--- src/rtl/wb_led_bank_pkg.sv ---
// Shared definitions for the Wishbone LED bank: register indices and bus FSM states.
package wb_led_bank_pkg;

    localparam logic [1:0] REG_OUT    = 2'd0;
    localparam logic [1:0] REG_BLINK  = 2'd1;
    localparam logic [1:0] REG_PERIOD = 2'd2;
    localparam logic [1:0] REG_ID     = 2'd3;

    typedef enum logic [1:0] {
        S_IDLE = 2'd0,
        S_WAIT = 2'd1,
        S_ACK  = 2'd2
    } state_t;

endpackage

--- src/rtl/wb_led_bank_blink.sv ---
// Blink phase generator: square wave whose half-period is `period` sys_clk cycles.
// A period of zero parks the phase low; a period write restarts the count.
module wb_led_bank_blink #(
    parameter int unsigned PRESC_W = 24
) (
    input  logic               sys_clk,
    input  logic               sys_rst,
    input  logic [PRESC_W-1:0] period,
    input  logic               period_wr,
    output logic               phase
);

    logic [PRESC_W-1:0] cnt;

    // NOTE: sequential state uses non-blocking assignments so every register
    // samples the pre-edge values; blocking here would create ordering races.
    always_ff @(posedge sys_clk) begin
        if (sys_rst || period_wr) begin
            cnt   <= '0;
            phase <= 1'b0;
        end else if (period == '0) begin
            cnt   <= '0;
            phase <= 1'b0;
        end else if (cnt == '0) begin
            cnt   <= period - PRESC_W'(1);
            phase <= ~phase;
        end else begin
            cnt <= cnt - PRESC_W'(1);
        end
    end

endmodule

--- src/rtl/wb_led_bank.sv ---
// Wishbone slave driving NLEDS debug LEDs: OUT/BLINK/PERIOD/ID registers, programmable read wait.
// Blink support is built only when WB_LED_BANK_BLINK_EN is defined.
module wb_led_bank
    import wb_led_bank_pkg::*;
#(
    parameter int unsigned      NLEDS     = 8,
    parameter int unsigned      READ_WAIT = 2,
    parameter int unsigned      PRESC_W   = 24,
    parameter logic [NLEDS-1:0] RESET_VAL = '0,
    parameter logic [31:0]      ID_VAL    = 32'h1ED0_0001
) (
    input  logic             sys_clk,
    input  logic             sys_rst,
    input  logic [31:0]      wb_adr_i,
    input  logic [31:0]      wb_dat_i,
    output logic [31:0]      wb_dat_o,
    input  logic             wb_cyc_i,
    input  logic             wb_stb_i,
    input  logic             wb_we_i,
    output logic             wb_ack_o,
    output logic [NLEDS-1:0] led_o
);

    localparam bit         HAS_WAIT  = (READ_WAIT > 0);
    localparam logic [3:0] WAIT_LOAD = 4'(HAS_WAIT ? READ_WAIT - 1 : 0);

    state_t           state, state_nxt;
    logic [3:0]       wait_cnt;
    logic [NLEDS-1:0] out_reg;
    logic [NLEDS-1:0] led_nxt;
    logic [31:0]      rdata;
    logic [1:0]       reg_sel;
    logic             accept, wr_en, rd_en;
    logic             unused_bits;

    assign reg_sel     = wb_adr_i[3:2];
    assign accept      = (state == S_IDLE) && wb_cyc_i && wb_stb_i;
    assign wr_en       = accept && wb_we_i;
    assign rd_en       = accept && !wb_we_i;
    assign wb_ack_o    = (state == S_ACK);
    assign unused_bits = ^{wb_adr_i[31:4], wb_adr_i[1:0], wb_dat_i};

`ifdef WB_LED_BANK_BLINK_EN
    logic [NLEDS-1:0]   blink_reg;
    logic [PRESC_W-1:0] period_reg;
    logic               phase;
    logic               period_wr;

    assign period_wr = wr_en && (reg_sel == REG_PERIOD);

    always_ff @(posedge sys_clk) begin
        if (sys_rst) begin
            blink_reg  <= '0;
            period_reg <= '0;
        end else begin
            if (wr_en && reg_sel == REG_BLINK) blink_reg <= wb_dat_i[NLEDS-1:0];
            if (period_wr)                     period_reg <= wb_dat_i[PRESC_W-1:0];
        end
    end

    wb_led_bank_blink #(
        .PRESC_W(PRESC_W)
    ) u_blink (
        .sys_clk  (sys_clk),
        .sys_rst  (sys_rst),
        .period   (period_reg),
        .period_wr(period_wr),
        .phase    (phase)
    );

    assign led_nxt = out_reg & ~(blink_reg & {NLEDS{phase}});
`else
    assign led_nxt = out_reg;
`endif

    // NOTE: every variable written in always_comb gets a default first, so no
    // path leaves it unassigned and no latch is inferred.
    always_comb begin
        rdata = '0;
        case (reg_sel)
            REG_OUT:    rdata[NLEDS-1:0] = out_reg;
`ifdef WB_LED_BANK_BLINK_EN
            REG_BLINK:  rdata[NLEDS-1:0] = blink_reg;
            REG_PERIOD: rdata[PRESC_W-1:0] = period_reg;
`endif
            REG_ID:     rdata = ID_VAL;
            default:    rdata = '0;
        endcase
    end

    always_comb begin
        state_nxt = state;
        case (state)
            S_IDLE: begin
                if (wb_cyc_i && wb_stb_i)
                    state_nxt = (wb_we_i || !HAS_WAIT) ? S_ACK : S_WAIT;
            end
            S_WAIT:  if (wait_cnt == 4'd0) state_nxt = S_ACK;
            S_ACK:   state_nxt = S_IDLE;
            default: state_nxt = S_IDLE;
        endcase
    end

    always_ff @(posedge sys_clk) begin
        if (sys_rst) begin
            state    <= S_IDLE;
            wait_cnt <= 4'd0;
            wb_dat_o <= '0;
            out_reg  <= RESET_VAL;
            led_o    <= RESET_VAL;
        end else begin
            state <= state_nxt;
            led_o <= led_nxt;
            if (rd_en) begin
                wb_dat_o <= rdata;
                wait_cnt <= WAIT_LOAD;
            end else if (state == S_WAIT && wait_cnt != 4'd0) begin
                wait_cnt <= wait_cnt - 4'd1;
            end
            if (wr_en && reg_sel == REG_OUT) out_reg <= wb_dat_i[NLEDS-1:0];
        end
    end

endmodule

--- config.mk ---
export PLATFORM = sky130hd
export DESIGN_NAME = wb_led_bank
export DESIGN_NICKNAME = d
export VERILOG_FILES = /design/src/rtl/wb_led_bank_pkg.sv /design/src/rtl/wb_led_bank_blink.sv /design/src/rtl/wb_led_bank.sv
export SDC_FILE = /design/constraint.sdc
export NUM_CORES = 1
export LEC_CHECK = 0
export BUFFER_PORTS_ARGS = -buffer_cell sky130_fd_sc_hd__buf_2
export CORE_AREA = 2 2 67 69
export DETAILED_ROUTE_END_ITERATION = 6
export DIE_AREA = 0 0 69 71
export GPL_TIMING_DRIVEN = 0
export PLACE_DENSITY = 0.73
export SLEW_MARGIN = 20
export SYNTH_ARGS = -nofsm -noshare
export SYNTH_HDL_FRONTEND = slang
export SYNTH_HIERARCHICAL = 1
export SYNTH_SLANG_ARGS = --single-unit
--- constraint.sdc ---
create_clock -name sys_clk -period 1.6 [get_ports sys_clk]
set_input_delay 0.16 -clock sys_clk [delete_from_list [all_inputs] [get_ports sys_clk]]
set_output_delay 0.16 -clock sys_clk [all_outputs]
set_load 0.02 [all_outputs]
==> flow_metrics.tcl <==
set metrics [dict create \
    status "completed" \
    drive_gt1_share_pct 35.29 \
    grt_usage_pct 12.38 \
    min-delay-start "wb_dat_i[7]" \
    swShare_pct 23.00 \
    p_seq_share_pct 44.6 \
    r2r_setup_slack_ns 0.07 \
    worst-slew-pin-transition_ns 0.5140 \
    drt-total-wl_mm 3.001 \
    io_buffers 37 \
    yosys.cell_types.count 32 \
    final_hold_viol_count 0 \
    cp-start-kind "flip-flop" \
    clock-sinks 31 \
    synthArstFlopShare_pct 0 \
    hold-path-endpoint "led_nxt[7]" \
    drt-initial-drc-count 33 \
    worstHoldPathCells 3 \
    yosysSeqAreaShare_pct 43.74 \
    wl_met2_mm 1.441 \
    min_period_over_period_pct 95.83 \
    synth_area_leader_cell "dfxtp_1" \
    clock_skew_ns 0.003748 \
    fmax_mhz 652.2 \
    die_height_um 71 \
    yosysWarnings 6 \
    maxCapViolations 0 \
    cpPeakStageDelay_ns 0.39 \
    p_int_w 0.001362 \
    p_leak_nw 0.8744 \
    wl_per_cell_um 10.99 \
    die_w_um 69 \
    clkLatencyLatePin_ns 0.28 \
    clockBufferDepth 2 \
    die-area_um2 4899 \
    ir_drop_uv 588.5 \
    switchingPower_w 0.0004067 \
    power_w 0.001769 \
    stdcell_area_um2 1862 \
    globalRoute.totalOverflow 0 \
    hpwl_mm 2.255 \
    drc 0 \
    fin_tns_setup_ns 0 \
    synth_seq_cells 31 \
    crit_type "reg -> reg" \
    n_antenna_cell 0 \
    setup_violations 0 \
    max_slew_margin_pct 65.58 \
    grt_max_degree 11 \
    ctsHoldBuffers 0 \
    pwr-share-comb_pct 11.1 \
    synthToLayoutAreaGrowth_pct 31.22 \
    min_path_type "in -> reg" \
    rsz0062_at_grt "no" \
    fin_util_pct 44.29 \
    antenna_found_initial 0 \
    grt_pass1_wl_mm 4.802 \
    htreeDepth 2 \
    syn_avg_cell_area_um2 8.868 \
    hold_slack_ns 0.1270 \
    power_density_nw_per_um2 949.9 \
    maxSlewViolCount 0 \
    ant_nets 0 \
    wl_met1_mm 1.242 \
    synth_area_um2 1419 \
    gp_congestion 0.7909 \
    synth_most_common_cell "dfxtp_1" \
    dpl_cell_area_um2 1729 \
    rows 24 \
    critPathSlowestCell "or3b_4" \
    cts_root_buffer "clkbuf_8" \
    crit_chain "inv_1 > ha_4 > or3b_4 > and2_4 > o31a_1" \
    yosysTopAreaCellShare_pct 43.74 \
    ys_top_cells_by_area "dfxtp_1 (44%), buf_4 (12%), a21oi_1 (7.4%)" \
    wl_met3_um 274 \
    dr.pass1.iters 4 \
    synth-main-ff-cell "dfxtp_1" \
    start_util_pct 33.75 \
    cts_setup_buffers 0 \
    nets 292 \
    synth_commonest_cells "dfxtp_1 (31), buf_4 (23), a21oi_1 (21), o21ai_0 (11)" \
    cts_buffers 5 \
    synth_edf_count 0 \
    timing.rr.end "wait_cnt[0]" \
    p_clk_share_pct 44.3 \
    avgViaCountPerCell 4.443 \
    worstRegToRegCells 5 \
    vias 1213 \
    tritoncts "done" \
    end_kind "flip-flop" \
    ios 110 \
    period_needed_ns 1.533 \
    top_layer_used "met4" \
    crit_fanout 4 \
    core_region_area_um2 4204 \
    clk_pin_slew_ns 0.06 \
    rr_startpoint "wait_cnt[1]" \
    required_ns 1.77 \
    syn_inst 160 \
    grt_pass1_vias 1091 \
    arrival_ns 1.70 \
]
==> placed cells by master, fill, tap and decap left out <==
cell type / instances
nor2b_1: 10
a211oi_2: 1
nand2b_1: 1
conb_1: 17
o31a_1: 1
and3_1: 1
buf_1: 1
or4_1: 2
buf_2: 40
nor4bb_1: 1
a21oi_1: 21
inv_1: 4
a31oi_1: 1
nand3_1: 10
or3_1: 1
dfxtp_1: 31
nor4_2: 1
nor3b_2: 1
and2_4: 1
clkbuf_1: 5
bufinv_16: 1
clkinv_1: 1
nand4_1: 7
ha_4: 1
clkinv_2: 1
inv_2: 1
clkbuf_8: 6
buf_4: 23
nor2_1: 2
or3b_1: 1
nand4bb_1: 1
or3b_4: 1
o21ba_1: 1
ha_1: 2
a21o_1: 1
o21ai_0: 11
nand4b_1: 1
o21ai_1: 8
==> worst max-delay path, delay by kind of cell, from the launching register on <==
family                   cells  cell delay (ns)
AO/OA/AOI/OAI                1             0.27
adder cells (fa/ha/maj)      1             0.16
buffers and inverters        1             0.10
flip-flops                   1             0.32
AND/OR/NAND/NOR              2             0.58
==> repair_timing <==
| item | in CTS | in global routing |
|---|---|---|
| pin swaps | 0 | 1 |
| setup endpoints to repair | 1 | 1 |
| gates resized for setup | 2 | 2 |
==> cell families after synthesis <==
| kind of cell | count (synthesis) | synth area share [%] |
|---|---|---|
| flip-flops | 31 | 43.74 |
| AO/OA/AOI/OAI | 45 | 17.28 |
| buffers and inverters | 38 | 16.40 |
| adder cells (fa/ha/maj) | 3 | 2.646 |
| other | 1 | 0.2643 |
| AND/OR/NAND/NOR | 42 | 19.67 |
==> power groups by stage <==
stage / Combinational (W) / Clock, W / Sequential (W)
after global routing: 0.000215 / 0.000854 / 0.000790
after floorplan: 0.000143 / 0 / 0.000807
after CTS: 0.000192 / 0.000806 / 0.000789
after global placement: 0.000187 / 0 / 0.000806
after detailed placement: 0.000189 / 0 / 0.000806
final: 0.000196 / 0.000783 / 0.000790
==> worst max-delay path by stage <==
| stage | start | endpoint | slack (ns) |
|---|---|---|---|
| floorplan | wait_cnt[0] | wait_cnt[0] | 0.14 |
| global placement | wait_cnt[0] | wait_cnt[0] | 0.07 |
| detailed placement | wait_cnt[0] | wait_cnt[0] | 0.03 |
| CTS | wait_cnt[0] | wait_cnt[0] | 0.007 |
| global route | state[1] | wait_cnt[0] | 0.01 |
| finish | wait_cnt[1] | wait_cnt[0] | 0.07 |
==> stage by stage <==
stage	worst slack [ns]	cells
detailed placement	0.02541	265
global route	0.01200	273
CTS	0.007154	273
floorplan	0.1363	176
global placement	0.06812	265
finish	0.06666	273
==> layer usage <==
layer | vias to the layer above | GRT usage [%]
met3 | 5 | 5.983
met4 | 0 | 4.575
met1 | 522 | 13.78
li1 | 643 | -
met2 | 43 | 20.62
met5 | - | 0
==> area by class of cell <==
class | count | area (um^2)
multi-input cells | 107 | 640.6
fillers | 444 | 2342
clock buffers | 6 | 82.58
repair buffers | 37 | 185.2
inverters | 6 | 22.52
well taps | 52 | 65.06
flip-flops and latches | 31 | 620.6
plain buffers | 32 | 210.2
clock inverters | 2 | 35.03
==> registers in the layout, summed over array words and instances, names as in the netlist <==
register / flops
led_nxt: 8
led_o: 8
state: 2
wait_cnt: 4
wb_dat_o: 9
Power figures use the tool's default switching activity.
